File: src/rtl/if_id_stage_if.sv
`default_nettype none
// ============================================================================
//  Module      : if_id_stage_if
//  Description : Bundle of the fetch/hazard-side inputs and decode-side
//                outputs of the IF/ID pipeline register.
//                  instr_in   [15:0]  instruction from fetch
//                  pc2_in     [15:0]  PC+2 from fetch
//                  stall              hold the stage contents
//                  flush              squash the stage contents
//                  instr_out  [15:0]  instruction to decode
//                  pc2_out    [15:0]  PC+2 to decode
//                  valid_out          instr_out is a real fetched instruction
//                  halt_out           a HALT is held in the stage
//                  fetch_hold         tell fetch to hold the PC
//                  err                sticky stall-watchdog error
//                master : the environment (fetch, hazard unit, decode)
//                slave  : the pipeline register itself
//  Revision    : 1.0  initial release
// ============================================================================
interface if_id_stage_if;
  logic [15:0] instr_in;
  logic [15:0] pc2_in;
  logic        stall;
  logic        flush;
  logic [15:0] instr_out;
  logic [15:0] pc2_out;
  logic        valid_out;
  logic        halt_out;
  logic        fetch_hold;
  logic        err;

  modport master (
    output instr_in, pc2_in, stall, flush,
    input  instr_out, pc2_out, valid_out, halt_out, fetch_hold, err
  );

  modport slave (
    input  instr_in, pc2_in, stall, flush,
    output instr_out, pc2_out, valid_out, halt_out, fetch_hold, err
  );
endinterface
`default_nettype wire

File: src/rtl/if_id_stage.sv
`default_nettype none
// ============================================================================
//  Module      : if_id_stage
//  Description : IF/ID pipeline register. Captures instruction and PC+2 from
//                fetch, supports stall (hold) and flush (NOP bubble), freezes
//                the front end on HALT until flushed or reset, and runs a
//                stall watchdog with a sticky error flag.
//  Ports       : clk   clock, rising edge
//                rst   asynchronous active-high reset
//                bus   if_id_stage_if.slave (see interface for signal list)
//  Revision    : 1.0  initial release
// ============================================================================
module if_id_stage #(
  parameter logic [15:0] NOP_INSTR   = 16'h0800,
  parameter logic [4:0]  HALT_OPCODE = 5'b00000,
  parameter int unsigned STALL_LIMIT = 16
) (
  input  wire logic          clk,
  input  wire logic          rst,
  if_id_stage_if.slave       bus
);

  localparam logic [1:0] c_EMPTY  = 2'd0;
  localparam logic [1:0] c_FULL   = 2'd1;
  localparam logic [1:0] c_HALTED = 2'd2;

  localparam logic [7:0] c_LIMIT  = 8'(STALL_LIMIT);

  logic [1:0]  state_q, state_d;
  logic [15:0] instr_q, instr_d;
  logic [15:0] pc2_q,   pc2_d;
  logic        valid_q, valid_d;
  logic        halt_q,  halt_d;
  logic [7:0]  cnt_q,   cnt_d;
  logic        err_q,   err_d;

  logic        w_is_halt;
  logic        w_stall_edge;

  assign w_is_halt    = (bus.instr_in[15:11] == HALT_OPCODE);
  assign w_stall_edge = bus.stall & ~bus.flush;

  // --------------------------------------------------------------------------
  // State register
  // --------------------------------------------------------------------------
  always_ff @(posedge clk or posedge rst) begin
    if (rst) begin
      state_q <= c_EMPTY;
      instr_q <= NOP_INSTR;
      pc2_q   <= 16'h0000;
      valid_q <= 1'b0;
      halt_q  <= 1'b0;
      cnt_q   <= 8'd0;
      err_q   <= 1'b0;
    end else begin
      state_q <= state_d;
      instr_q <= instr_d;
      pc2_q   <= pc2_d;
      valid_q <= valid_d;
      halt_q  <= halt_d;
      cnt_q   <= cnt_d;
      err_q   <= err_d;
    end
  end

  // --------------------------------------------------------------------------
  // Next-state logic
  // --------------------------------------------------------------------------
  always_comb begin
    state_d = state_q;
    instr_d = instr_q;
    pc2_d   = pc2_q;
    valid_d = valid_q;
    halt_d  = halt_q;

    if (bus.flush) begin
      // A HALT may be speculative, so flush also releases HALTED.
      // PC+2 is deliberately left as-is.
      state_d = c_EMPTY;
      instr_d = NOP_INSTR;
      valid_d = 1'b0;
      halt_d  = 1'b0;
    end else if (state_q == c_HALTED) begin
      // Frozen until flush or reset.
      state_d = c_HALTED;
    end else if (bus.stall) begin
      state_d = state_q;
    end else begin
      instr_d = bus.instr_in;
      pc2_d   = bus.pc2_in;
      valid_d = 1'b1;
      if (w_is_halt) begin
        state_d = c_HALTED;
        halt_d  = 1'b1;
      end else begin
        state_d = c_FULL;
        halt_d  = 1'b0;
      end
    end

    // Watchdog: counts consecutive stall edges (stall wins over HALTED here),
    // saturating so it can never wrap back below the limit.
    if (w_stall_edge) begin
      cnt_d = (cnt_q == 8'hFF) ? cnt_q : (cnt_q + 8'd1);
    end else begin
      cnt_d = 8'd0;
    end
    err_d = err_q | (w_stall_edge & (cnt_d == c_LIMIT));
  end

  // --------------------------------------------------------------------------
  // Output logic
  // --------------------------------------------------------------------------
  always_comb begin
    bus.instr_out  = instr_q;
    bus.pc2_out    = pc2_q;
    bus.valid_out  = valid_q;
    bus.halt_out   = halt_q;
    bus.err        = err_q;
    bus.fetch_hold = (bus.stall | (state_q == c_HALTED)) & ~bus.flush;
  end

endmodule
`default_nettype wire

File: src/flat_wrapper.sv
// flat-port wrapper written by rule: the top's interface ports become plain ports
module if_id_stage_flat 
#(
  parameter logic [15:0] NOP_INSTR   = 16'h0800,
  parameter logic [4:0]  HALT_OPCODE = 5'b00000,
  parameter int unsigned STALL_LIMIT = 16
)
  (clk, rst, bus_instr_in, bus_pc2_in, bus_stall, bus_flush, bus_instr_out, bus_pc2_out, bus_valid_out, bus_halt_out, bus_fetch_hold, bus_err);
  if_id_stage_if bus_i ();
  input  wire logic clk;
  input  wire logic rst;
  input wire logic [$bits(bus_i.instr_in)-1:0] bus_instr_in;
  input wire logic [$bits(bus_i.pc2_in)-1:0] bus_pc2_in;
  input wire logic [$bits(bus_i.stall)-1:0] bus_stall;
  input wire logic [$bits(bus_i.flush)-1:0] bus_flush;
  output wire logic [$bits(bus_i.instr_out)-1:0] bus_instr_out;
  output wire logic [$bits(bus_i.pc2_out)-1:0] bus_pc2_out;
  output wire logic [$bits(bus_i.valid_out)-1:0] bus_valid_out;
  output wire logic [$bits(bus_i.halt_out)-1:0] bus_halt_out;
  output wire logic [$bits(bus_i.fetch_hold)-1:0] bus_fetch_hold;
  output wire logic [$bits(bus_i.err)-1:0] bus_err;
  assign bus_i.instr_in = bus_instr_in;
  assign bus_i.pc2_in = bus_pc2_in;
  assign bus_i.stall = bus_stall;
  assign bus_i.flush = bus_flush;
  assign bus_instr_out = bus_i.instr_out;
  assign bus_pc2_out = bus_i.pc2_out;
  assign bus_valid_out = bus_i.valid_out;
  assign bus_halt_out = bus_i.halt_out;
  assign bus_fetch_hold = bus_i.fetch_hold;
  assign bus_err = bus_i.err;
  if_id_stage #(.NOP_INSTR(NOP_INSTR), .HALT_OPCODE(HALT_OPCODE), .STALL_LIMIT(STALL_LIMIT)) u_core (.clk(clk), .rst(rst), .bus(bus_i));
endmodule
File: config.mk
export PLATFORM = sky130hd
export DESIGN_NAME = if_id_stage_flat
export DESIGN_NICKNAME = d
export VERILOG_FILES = /design/src/rtl/if_id_stage_if.sv /design/src/rtl/if_id_stage.sv /design/src/flat_wrapper.sv
export SDC_FILE = /design/constraint.sdc
export NUM_CORES = 1
export LEC_CHECK = 0
export CAP_MARGIN = 5
export CELL_PAD_IN_SITES_DETAIL_PLACEMENT = 1
export CELL_PAD_IN_SITES_GLOBAL_PLACEMENT = 2
export CORE_AREA = 2 2 78 80
export CTS_BUF_LIST = sky130_fd_sc_hd__clkbuf_4
export CTS_CLUSTER_DIAMETER = 150
export DETAILED_ROUTE_END_ITERATION = 10
export DIE_AREA = 0 0 80 82
export DONT_BUFFER_PORTS = 1
export PLACE_DENSITY = 0.69
export SYNTH_ARGS = -nofsm -noshare
export SYNTH_HDL_FRONTEND = slang
export SYNTH_SLANG_ARGS = --single-unit
File: constraint.sdc
create_clock -name clk -period 2.45 [get_ports clk]
set_clock_uncertainty 0.05 [all_clocks]
set_input_delay 0.49 -clock clk [delete_from_list [all_inputs] [get_ports clk]]
set_output_delay 0.49 -clock clk [all_outputs]
set_load 0.01 [all_outputs]
==> metrics.log, run 1 <==
[metrics] Post-Synthesis Net Count: 220
[metrics] synthesis-stage register bit count: 45
[metrics] ys flop type: dfrtp_1
[metrics] highest metal layer with signal wires: met4
[metrics] routability congestion estimate: ~0.77
[metrics] leftover overflow at the end of global routing: 0
[metrics] CP max stage cell: or4_1
[metrics] leading cell types by total area after synthesis: dfrtp_1 (57%), mux2_1 (9.3%), nand2_1 (7.3%)
[metrics] post-synthesis async set-or-reset flop share: 100%
[metrics] Post-Route M1 WL: 1780 µm
[metrics] vias per cell: between 5 and 6
[metrics] Post-Synthesis Cell Area: between 1500 and 2000 µm²
[metrics] clk buf depth: 2
[metrics] starting utilization of the core area: roughly 34%
[metrics] average footprint of a synthesized cell: ~11 µm²
[metrics] area share of and/or/nand/nor cells after synthesis: 19.2%
[metrics] number of iterations in the first detailed-routing pass: 2
[metrics] total instance count after detailed placement: approximately 250
[metrics] endpoints failing hold: 0
[metrics] Max-slew headroom: a little under a third
[metrics] WP data required: 2700 ps
[metrics] clock sink count: 45
[metrics] Netlist cell types: 38
[metrics] total met3 wirelength after detailed routing: around 460 µm
[metrics] share of synthesized area occupied by flip-flops and latches: 57.9%
[metrics] number of fill cells in the layout: about 680
[metrics] critical path's largest stage delay: between 500 and 600 ps
[metrics] Die Y-Extent: ~82 µm
[metrics] hold buffers post-CTS: 0
[metrics] xor and xnor fraction of the mapped netlist area: less than 1%
[metrics] number of rows in the core area: 28
[metrics] Area Growth Syn to Fin: 6.56%
[metrics] cts repair resizes: 0
[metrics] Final setup viols: 0
[metrics] min-delay worst type: input pin to asynchronous set/reset pin
[metrics] cell taking the most area after synthesis: dfrtp_1
[metrics] Placed Instance Area: 2020 µm²
[metrics] max-cap viol count: 0
[metrics] clock latency on the worst-skew pair: roughly 340 ps
[metrics] number of instances in the synthesized netlist: about 180
[metrics] nets: ~220
[metrics] per-cell routed wire length: ~17 µm
[metrics] mux contribution to synthesized area: approximately 9.8%
[metrics] Startpoint Class: register
[metrics] run status: completed
[metrics] pin count of the biggest net entering global routing: 31
[metrics] EDFF count, synth: 0
[metrics] Cell Pwr Density: ~630 nW/µm²
[metrics] routed length on met2: approximately 2100 µm
[metrics] Setup Buffers After CTS: 0
[metrics] fraction of the mapped netlist area in adder cells: 0.643%
[metrics] critical path endpoint category: register
[metrics] first-pass GRT wire length: a little over 7000 µm
[metrics] category of the critical setup timing path: register to register
[metrics] worst-case hold slack: between 80 and 90 ps
[metrics] share of the clock period used by the worst path: between 70% and 80%
[metrics] Clock Root Buffer: clkbuf_4
[metrics] number of vias after detailed routing: 1321
[metrics] number of diodes: 0
[metrics] worst-path cell chain: ha_1 > and2_4 > nand3_2 > or4_1 > o211ai_2 > a41o_1
[metrics] Critical Path Fanout Max: 5
[metrics] number of levels in the clock H-tree: 2
[metrics] count of pins over their slew limit: 0
[metrics] Clk pin slew, worst setup/hold paths: between 100 and 150 ps
[metrics] Sum Neg Setup Slack: 0 ps
[metrics] endpoint arrival time on the critical path: ~2100 ps
[metrics] half-perimeter wire length after placement: approximately 3300 µm
[metrics] share of the synthesized area in compound gates (AO/OA/AOI/OAI): between 8 and 9%
[metrics] Final min period: 1880 ps
[metrics] achievable frequency: ~530 MHz
[metrics] initial antenna violation count: 0
[metrics] Worst Max-Slew Pin Slew: 1020 ps
[metrics] Chip Width: roughly 80 µm
[metrics] area of the placeable core: 5750 µm²
[metrics] TritonCTS clock tree: done
[metrics] yosys warns: 0
[metrics] maximum vdd drop: 0.307 mV
[metrics] share of final-layout standard cells stronger than drive strength 1: between 10% and 20%
[metrics] Total Wirelength: 4390 µm
[metrics] Final ANT Viol Nets: 0
[metrics] vias in the first global route: 1477
[metrics] total power: approximately 0.0013 W
[metrics] main combinational cell family by area after synthesis: simple AND/OR/NAND/NOR gates
[metrics] Cell Count, Final, Fillers Out: between 200 and 300
[metrics] area share of the largest cell type after synthesis: about 57%
[metrics] overall fraction of global-route tracks in use: 14.3%
[metrics] number of design-rule violations left by the first detailed-router iteration: 32
[metrics] Die Outline Area: about 6600 µm²
[metrics] number of design rule violations left after detail routing: 0
[metrics] P_leak: slightly below 0.9 nW
[metrics] setup repair after global routing missed its margin: no
[metrics] number of clock buffers inserted by TritonCTS: 5
[metrics] Port Buf Inserts: 0
[metrics] I/O Pins: 72
[metrics] post-route design area: around 2100 µm²
## final cells by class
class	instances	area [µm²]	area share, %
Clock inverter	2	10.0	0.483
Inverter	2	7.51	0.362
Tap cell	75	93.8	4.53
Multi-Input combinational cell	128	767	37.0
Clock buffer	6	45.0	2.17
Timing Repair Buffer	3	22.5	1.09
Sequential cell	45	1130	54.4
## logic make-up after synthesis
group	after synthesis
AOI/OAI and AO/OA	31
xor gates and xnor gates	2
adders and majority gates	1
buffers and inverters	10
DFF	45
muxes	17
and+or+nand+nor	77
## layer usage
metal | global-route usage [%] | up-vias
li1 | - | 631
met2 | 23.1 | 57
met4 | 4.24 | 0
met5 | 0 | -
met3 | 6.70 | 5
met1 | 17.0 | 628
## Yosys cell counts (2+ instances only)
cell	n
a21oi_1	21
and4b_1	2
buf_2	2
clkbuf_1	4
dfrtp_1	44
mux2_1	16
nand2_1	38
nand3_2	2
nor2_1	15
nor2_2	2
nor3_1	4
o21ai_0	5
or4_1	3
## placed cells by master, fill, tap and decap left out, types with 2 or more instances in the layout
master	n
o21ai_0	5
mux2_1	16
or4_1	3
nand2_1	38
a21oi_1	21
clkbuf_4	6
dfrtp_1	44
nor2_1	15
nor3_1	4
buf_4	3
nand3_2	2
and4b_1	2
nor2_2	2
clkinv_2	2
## stage by stage
| step | setup WS, ps | util (%) |
|---|---|---|
| global route | 485 | 36.1 |
| CTS | 573 | 36.1 |
| floorplan | 667 | - |
| global placement | 646 | 35.1 |
| detailed placement | 594 | 35.1 |
| finish | 571 | 36.1 |
## sequential cells by signal, summed over array words and instances (netlist names)
name                  flops
u_core.state_q            2
u_core.bus.halt_out       1
u_core.bus.instr_out     16
u_core.bus.err            1
u_core.bus.pc2_out       16
u_core.cnt_q              8
u_core.bus.valid_out      1
## final timing paths
check                                         start                       end  slack (ps)  depth (start not counted)
setup / recovery                    u_core.cnt_q[0]            u_core.bus.err         570                          6
hold / removal                                  rst    u_core.bus.pc2_out[15]          80                          1
setup reg to reg                    u_core.cnt_q[0]            u_core.bus.err         570                          6
hold reg to reg            u_core.bus.instr_out[11]  u_core.bus.instr_out[11]         480                          2
max in group asynchronous                       rst  u_core.bus.instr_out[13]        1540                          2
min in group clk                          bus_flush  u_core.bus.instr_out[14]         150                          1
## where the power goes
| part | internal, W | switching [W] |
|---|---|---|
| Clock | 0.000121 | 0.000223 |
| Combinational | 0.0000430 | 0.0000594 |
| Sequential | 0.000802 | 0.0000654 |
## worst max-delay path: cells and delay by family, from the launching register on
kind,cells,cell delay (ps)
AO/OA/AOI/OAI,2,260
adder cells (fa/ha/maj),1,260
flip-flops,1,440
AND/OR/NAND/NOR,3,820
Note: power is estimated with default switching activity, not from simulation.
==> run 2, diff against run 1 <==
Clock period 2.45 ns to 1.95 ns, I/O delays scaled along.
==> run 2 against run 1 <==
  * The flow now finishes with violations (negative hold slack)
  * Non-clock buffer count increased by 3
  * Global-route usage decreased by 0.83 points
  * Core utilization increased by 0.91 points
  * Critical path depth unchanged
  * Worst hold slack got worse by 91 ps
  * Final cell count increased by 1.1%
  * Cell area increased by 2.5%
  * Fmax increased by 2.1%
  * Combinational power increased by 31%
  * Total power increased by 37%
  * Critical path type unchanged
  * Largest cell class unchanged
==> metrics.log, run 2 (synthesized netlist as in run 1, its figures left out) <==
[metrics] Max-slew headroom: 63.0% (was 31.7%)
[metrics] min-delay worst type: input pin to asynchronous set/reset pin (unchanged)
[metrics] setup repair after global routing missed its margin: no (unchanged)
[metrics] Die Y-Extent: 82 µm (unchanged)
[metrics] leftover overflow at the end of global routing: 0 (unchanged)
[metrics] maximum vdd drop: 0.327 mV (was 0.307 mV)
[metrics] routability congestion estimate: 0.801 (was 0.774)
[metrics] total instance count after detailed placement: 254 (was 253)
[metrics] starting utilization of the core area: 33.9% (unchanged)
[metrics] proportion of power drawn by combinational gates: 7.5% (was 7.8%)
[metrics] number of iterations in the first detailed-routing pass: 4 (was 2)
[metrics] clk buf depth: 2 (unchanged)
[metrics] Total Wirelength: 4300 µm (was 4390 µm)
[metrics] endpoint arrival time on the critical path: 2090 ps (was 2130 ps)
[metrics] initial antenna violation count: 0 (unchanged)
[metrics] final setup margin: 109 ps (was 571 ps)
[metrics] number of levels in the clock H-tree: 2 (unchanged)
[metrics] Cell Pwr Density: 844 nW/µm² (was 634 nW/µm²)
[metrics] internal power: 0.00135 W (was 0.000965 W)
[metrics] number of design rule violations left after detail routing: 0 (unchanged)
[metrics] number of clock buffers inserted by TritonCTS: 5 (unchanged)
[metrics] Port Buf Inserts: 0 (unchanged)
[metrics] vias per cell: 5.14 (was 5.06)
[metrics] worst-case hold slack: -9.83 ps (was 81.2 ps)
[metrics] Critical Path Fanout Max: 5 (unchanged)
[metrics] clock sink count: 45 (unchanged)
[metrics] Post-Route Utilization: 37.0% (was 36.1%)
[metrics] power share of the clock group: 31.9% (was 26.2%)
[metrics] worst slack at placement: 120 ps (was 594 ps)
[metrics] WP data required: 2200 ps (was 2700 ps)
[metrics] P_leak: 0.916 nW (was 0.892 nW)
[metrics] Final setup viols: 0 (unchanged)
[metrics] Sum Neg Setup Slack: 0 ps (unchanged)
[metrics] max-cap viol count: 0 (unchanged)
[metrics] TritonCTS clock tree: done (unchanged)
[metrics] Worst Max-Slew Pin Slew: 555 ps (was 1020 ps)
[metrics] Clock Root Buffer: clkbuf_4 (unchanged)
[metrics] Clk pin slew, worst setup/hold paths: 130 ps (about the same)
[metrics] number of design-rule violations left by the first detailed-router iteration: 28 (was 32)
[metrics] clock latency on the worst-skew pair: 350 ps (was 340 ps)
[metrics] per-cell routed wire length: 16.3 µm (was 16.8 µm)
[metrics] highest-count cells in the layout ignoring fill and taps: dfrtp_1 (44), nand2_1 (38), a21oi_1 (21) (unchanged)
[metrics] share of total power in sequential cells: 60.6% (was 66.0%)
[metrics] R2R depth: 6 (unchanged)
[metrics] Final ANT Viol Nets: 0 (unchanged)
[metrics] number of diodes: 0 (unchanged)
[metrics] critical path endpoint category: register (unchanged)
[metrics] most common library cell in the layout ignoring fill and taps: dfrtp_1 (unchanged)
[metrics] category of the critical setup timing path: register to register (unchanged)
[metrics] share of the clock period used by the worst path: 94.4% (was 76.7%)
[metrics] Critical R2R Capture: u_core.bus.err (unchanged)
[metrics] Die Outline Area: 6560 µm² (unchanged)
[metrics] first-pass GRT wire length: 6630 µm (was 7110 µm)
[metrics] pin count of the biggest net entering global routing: 46 (was 31)
[metrics] Area Growth Syn to Fin: 9.26% (was 6.56%)
[metrics] Final min period: 1840 ps (was 1880 ps)
[metrics] share of final-layout standard cells stronger than drive strength 1: 11.6% (was 11.3%)
[metrics] Cell Count, Final, Fillers Out: 264 (was 261)
[metrics] worst reg2reg path startpoint: u_core.cnt_q[0] (unchanged)
[metrics] area of the placeable core: 5750 µm² (unchanged)
[metrics] achievable frequency: 543 MHz (was 532 MHz)
[metrics] Startpoint Class: register (unchanged)
[metrics] number of rows in the core area: 28 (unchanged)
[metrics] nets: 225 (was 222)
[metrics] I/O Pins: 72 (unchanged)
[metrics] run status: complete, but fails checks (was completed)
[metrics] Chip Width: 80 µm (unchanged)
[metrics] reg2reg setup slack: 110 ps (was 570 ps)
[metrics] violations in the final reports: negative hold slack
[metrics] switching power: 0.000446 W (was 0.000348 W)
[metrics] net switching fraction of the power: 24.9% (was 26.5%)
[metrics] overall fraction of global-route tracks in use: 13.4% (was 14.3%)
[metrics] half-perimeter wire length after placement: 3080 µm (was 3340 µm)
[metrics] number of vias after detailed routing: 1357 (was 1321)
[metrics] vias in the first global route: 1384 (was 1477)
[metrics] count of pins over their slew limit: 0 (unchanged)
[metrics] endpoints failing hold: 12 (was 0)
[run 2: cell types whose count changed in the layout (fill, tap and decap cells not counted)]
cell           previous run  this run
buf_4                     3         4
bufinv_16                 0         1
clkinv_2                  2         1
dlygate4sd3_1             0         2
[run 2: timing repair]
action	4_1_cts	5_1_grt
buffers inserted	0	0
setup endpoints to repair	0	0
hold endpoints to repair	0	5
resized for setup	0	0
hold buffers	0	2
[run 2: cell type report]
class / count / area (µm²)
Fill cell: 657 / 3620
Sequential cell: 45 / 1130
Multi-Input combinational cell: 128 / 767
Tap cell: 75 / 93.8
Timing Repair Buffer: 6 / 50.0
Clock buffer: 6 / 45.0
Clock inverter: 2 / 35.0
Inverter: 2 / 7.51
[run 2: layer usage]
layer  GRT usage, %  share of wire [%]  up-vias
met5              0                  0        -
met4           7.12                2.0        0
met3           4.62                9.7        8
met1           15.9                 41      653
li1               -                  -      636
met2           21.6                 48       60
[run 2: power groups by stage]
stage               combinational [W]  clock, W  sequential, W
floorplan                    0.000113         0        0.00109
global route                 0.000155  0.000639        0.00110
detailed placement           0.000135         0        0.00111
finish                       0.000134  0.000572        0.00109
global placement             0.000125         0        0.00111
CTS                          0.000135  0.000595        0.00109
[run 2: per-stage QoR]
stage,cell area [µm²],power [W]
final,2130,0.00179
after global routing,2130,0.00189
after CTS,2110,0.00182
after detailed placement,2030,0.00124
after global placement,2030,0.00123
after floorplan,1950,0.00121
[run 2: critical path, stage by stage, from the launching register on]
cell and delay, ps:
dfrtp_1 430, ha_1 240, and2_4 190, nand3_2 90, or4_1 530, o211ai_2 90
a41o_1 170
[run 2: worst max-delay path by stage]
stage                     slack, ps              to       startpoint
final                           110  u_core.bus.err  u_core.cnt_q[0]
after global routing             10  u_core.bus.err  u_core.cnt_q[0]
after CTS                       100  u_core.bus.err  u_core.cnt_q[0]
after detailed placement        120  u_core.bus.err  u_core.cnt_q[0]
after global placement          180  u_core.bus.err  u_core.cnt_q[0]
after floorplan                 230  u_core.bus.err  u_core.cnt_q[0]
==> run 3, diff against run 2 <==
Settings changed: ABC_AREA set to 1, PLACE_DENSITY 0.69 to 0.71.
==> run 3 against run 2 <==
  * The run still ends with negative hold slack left
  * Synthesized cell count rose by 16%
  * Register-to-register slack improved by 290 ps
  * Non-clock buffer count fell by 1
  * Final cell count rose by 11%
  * Clock power fell by 20%
  * Routed wire length rose by 2.4%
  * Sequential power barely moved
  * Sequential share of layout area rose by 1.6 points
  * Flip-flop and latch count did not move
  * Total power fell by 5.4%
  * Setup slack improved by 86 ps
  * Via count rose by 4.9%
  * Critical endpoint is now bus_fetch_hold
  * Largest power group unchanged
  * Highest routed layer unchanged
==> metrics.log, run 3 <==
[metrics] Synth top cells by count: nand2_1 (88), dfrtp_1 (44), inv_1 (22), a22o_1 (13), nand3_1 (12) (was dfrtp_1 (44), nand2_1 (38), a21oi_1 (21), mux2_1 (16), nor2_1 (15))
[metrics] yosys warns: 0 (unchanged)
[metrics] clock sink count: 45 (unchanged)
[metrics] share of synthesized area occupied by flip-flops and latches: 58.7% (was 57.9%)
[metrics] R2R depth: 10 (was 6)
[metrics] worst-case hold slack: -5.33 ps (was -9.83 ps)
[metrics] first-pass GRT wire length: 7130 µm (was 6630 µm)
[metrics] Clk pin slew, worst setup/hold paths: 120 ps (was 130 ps)
[metrics] Post-Synthesis Net Count: 250 (was 220)
[metrics] Port Buf Inserts: 0 (unchanged)
[metrics] leading cell types by total area after synthesis: dfrtp_1 (57%), nand2_1 (17%), a22o_1 (5.9%) (was dfrtp_1 (57%), mux2_1 (9.3%), nand2_1 (7.3%))
[metrics] routability congestion estimate: 0.771 (was 0.801)
[metrics] Area Growth Syn to Fin: 7.43% (was 9.26%)
[metrics] highest-count cells in the layout ignoring fill and taps: nand2_1 (88), dfrtp_1 (44), inv_1 (21) (was dfrtp_1 (44), nand2_1 (38), a21oi_1 (21))
[metrics] min-delay worst type: input pin to asynchronous set/reset pin (unchanged)
[metrics] Netlist cell types: 20 (was 38)
[metrics] setup repair after global routing missed its margin: no (unchanged)
[metrics] Die Y-Extent: 82 µm (unchanged)
[metrics] area share of the largest cell type after synthesis: 57.4% (was 56.6%)
[metrics] hold buffers post-CTS: 0 (unchanged)
[metrics] nets: 255 (was 225)
[metrics] Chip Width: 80 µm (unchanged)
[metrics] Max-slew headroom: 62.2% (was 63.0%)
[metrics] Sum Neg Setup Slack: 0 ps (unchanged)
[metrics] leading cell type by number of instances after synthesis: nand2_1 (was dfrtp_1)
[metrics] initial antenna violation count: 0 (unchanged)
[metrics] average footprint of a synthesized cell: 9.01 µm² (was 10.6 µm²)
[metrics] achievable frequency: 570 MHz (was 543 MHz)
[metrics] number of clock buffers inserted by TritonCTS: 5 (unchanged)
[metrics] Die Outline Area: 6560 µm² (unchanged)
[metrics] share of final-layout standard cells stronger than drive strength 1: 10.5% (was 11.6%)
[metrics] Critical Path Fanout Max: 7 (was 5)
[metrics] run status: complete, but fails checks (unchanged)
[metrics] vias per cell: 4.84 (was 5.14)
[metrics] number of design rule violations left after detail routing: 0 (unchanged)
[metrics] area of the placeable core: 5750 µm² (unchanged)
[metrics] clk buf depth: 2 (unchanged)
[metrics] Total Wirelength: 4400 µm (was 4300 µm)
[metrics] P_leak: 1.12 nW (was 0.916 nW)
[metrics] total power: 0.00170 W (was 0.00179 W)
[metrics] WP data required: 1510 ps (was 2200 ps)
[metrics] Final setup viols: 0 (unchanged)
[metrics] I/O Pins: 72 (unchanged)
[metrics] number of diodes: 0 (unchanged)
[metrics] critical path endpoint category: primary output (was register)
[metrics] count of pins over their slew limit: 0 (unchanged)
[metrics] max-cap viol count: 0 (unchanged)
[metrics] number of vias after detailed routing: 1423 (was 1357)
[metrics] Clock Root Buffer: clkbuf_4 (unchanged)
[metrics] Final ANT Viol Nets: 0 (unchanged)
[metrics] violations in the final reports: negative hold slack (unchanged)
[metrics] ys flop type: dfrtp_1 (unchanged)
[metrics] Cell Pwr Density: 823 nW/µm² (was 844 nW/µm²)
[metrics] Post-Synthesis Cell Area: 1920 µm² (was 1950 µm²)
[metrics] endpoint arrival time on the critical path: 1320 ps (was 2090 ps)
[metrics] most common library cell in the layout ignoring fill and taps: nand2_1 (was dfrtp_1)
[metrics] clock latency on the worst-skew pair: 350 ps (about the same)
[metrics] number of rows in the core area: 28 (unchanged)
[metrics] post-synthesis async set-or-reset flop share: 100% (unchanged)
[metrics] number of levels in the clock H-tree: 2 (unchanged)
[metrics] Worst Max-Slew Pin Slew: 567 ps (was 555 ps)
[metrics] maximum vdd drop: 0.390 mV (was 0.327 mV)
[metrics] category of the critical setup timing path: register to primary output (was register to register)
[metrics] per-cell routed wire length: 15.0 µm (was 16.3 µm)
[metrics] Critical Path Source: u_core.state_q[0] (was u_core.cnt_q[0])
[metrics] worst reg2reg path startpoint: u_core.cnt_q[0] (unchanged)
[metrics] number of design-rule violations left by the first detailed-router iteration: 54 (was 28)
[metrics] vias in the first global route: 1453 (was 1384)
[metrics] number of instances in the synthesized netlist: 213 (was 183)
[metrics] Startpoint Class: register (unchanged)
[metrics] synthesis-stage register bit count: 45 (unchanged)
[metrics] TritonCTS clock tree: done (unchanged)
[metrics] Setup Buffers After CTS: 0 (unchanged)
[metrics] pin count of the biggest net entering global routing: 46 (unchanged)
[metrics] share of the clock period used by the worst path: 90.0% (was 94.4%)
[metrics] leftover overflow at the end of global routing: 0 (unchanged)
[metrics] EDFF count, synth: 0 (unchanged)
[metrics] cts repair resizes: 0 (unchanged)
[metrics] cell taking the most area after synthesis: dfrtp_1 (unchanged)
[metrics] overall fraction of global-route tracks in use: 14.4% (was 13.4%)
[metrics] half-perimeter wire length after placement: 3400 µm (was 3080 µm)
[metrics] starting utilization of the core area: 33.4% (was 33.9%)
[metrics] Final min period: 1760 ps (was 1840 ps)
[metrics] endpoints failing hold: 9 (was 12)
[metrics] reg2reg setup slack: 400 ps (was 110 ps)
[metrics] number of iterations in the first detailed-routing pass: 3 (was 4)
## run 3: where the power goes
part	switching, W	internal, W	total, W
clock	0.000288	0.000167	0.000455
sequential	0.0000878	0.00101	0.00110
combinational	0.0000935	0.0000527	0.000146
total	0.000469	0.00123	0.00170
## run 3: layout make-up
| type | instances | area, µm² |
|---|---|---|
| Clock buffer | 7 | 52.6 |
| Fill cell | 704 | 3680 |
| Multi-Input combinational cell | 138 | 661 |
| Tap cell | 75 | 93.8 |
| Timing Repair Buffer | 5 | 37.5 |
| Clock inverter | 1 | 3.75 |
| Sequential cell | 45 | 1130 |
| Inverter | 23 | 86.3 |
## run 3: cell families after synthesis
family	Yosys count	share of synthesized area, %
buf+inv	30	6.84
mux	1	0.587
compound gates	24	9.91
simple gates	112	23.3
flops	45	58.7
fa+ha+maj	1	0.652
## run 3: worst max-delay path: stages, from the launching register on
cell and delay, ps:
dfrtp_1 380, inv_1 60, nand2_1 90, o21ai_2 230, buf_4 210
## run 3: per-stage QoR
| step | utilization [%] | hold WS, ps | worst slack, ps | instances | area [µm²] |
|---|---|---|---|---|---|
| after floorplan | - | 431 | 452 | 213 | 1920 |
| after global placement | 34.9 | 398 | 440 | 286 | 2010 |
| after detailed placement | 34.9 | 409 | 415 | 286 | 2010 |
| after CTS | 35.9 | 5.46 | 165 | 294 | 2060 |
| after global routing | 35.9 | 34.5 | 99.2 | 294 | 2060 |
| final | 35.9 | -5.33 | 195 | 294 | 2060 |
## run 3: path summary, 6_finish.rpt
path,endpoint
worst max-delay path,bus_fetch_hold
worst min-delay path,u_core.bus.instr_out[5]
worst max register to register,u_core.bus.err
worst min register to register,u_core.bus.instr_out[11]
max in group asynchronous,u_core.bus.instr_out[15]
min in group clk,u_core.bus.pc2_out[8]
## run 3: per-layer routing
| layer | track usage (%) | vias up | routed length [µm] |
|---|---|---|---|
| met5 | 0 | - | 0 |
| met4 | 7.29 | 0 | 118 |
| met3 | 5.27 | 11 | 271 |
| met2 | 25.3 | 35 | 2330 |
| met1 | 15.3 | 698 | 1680 |
| li1 | - | 679 | - |
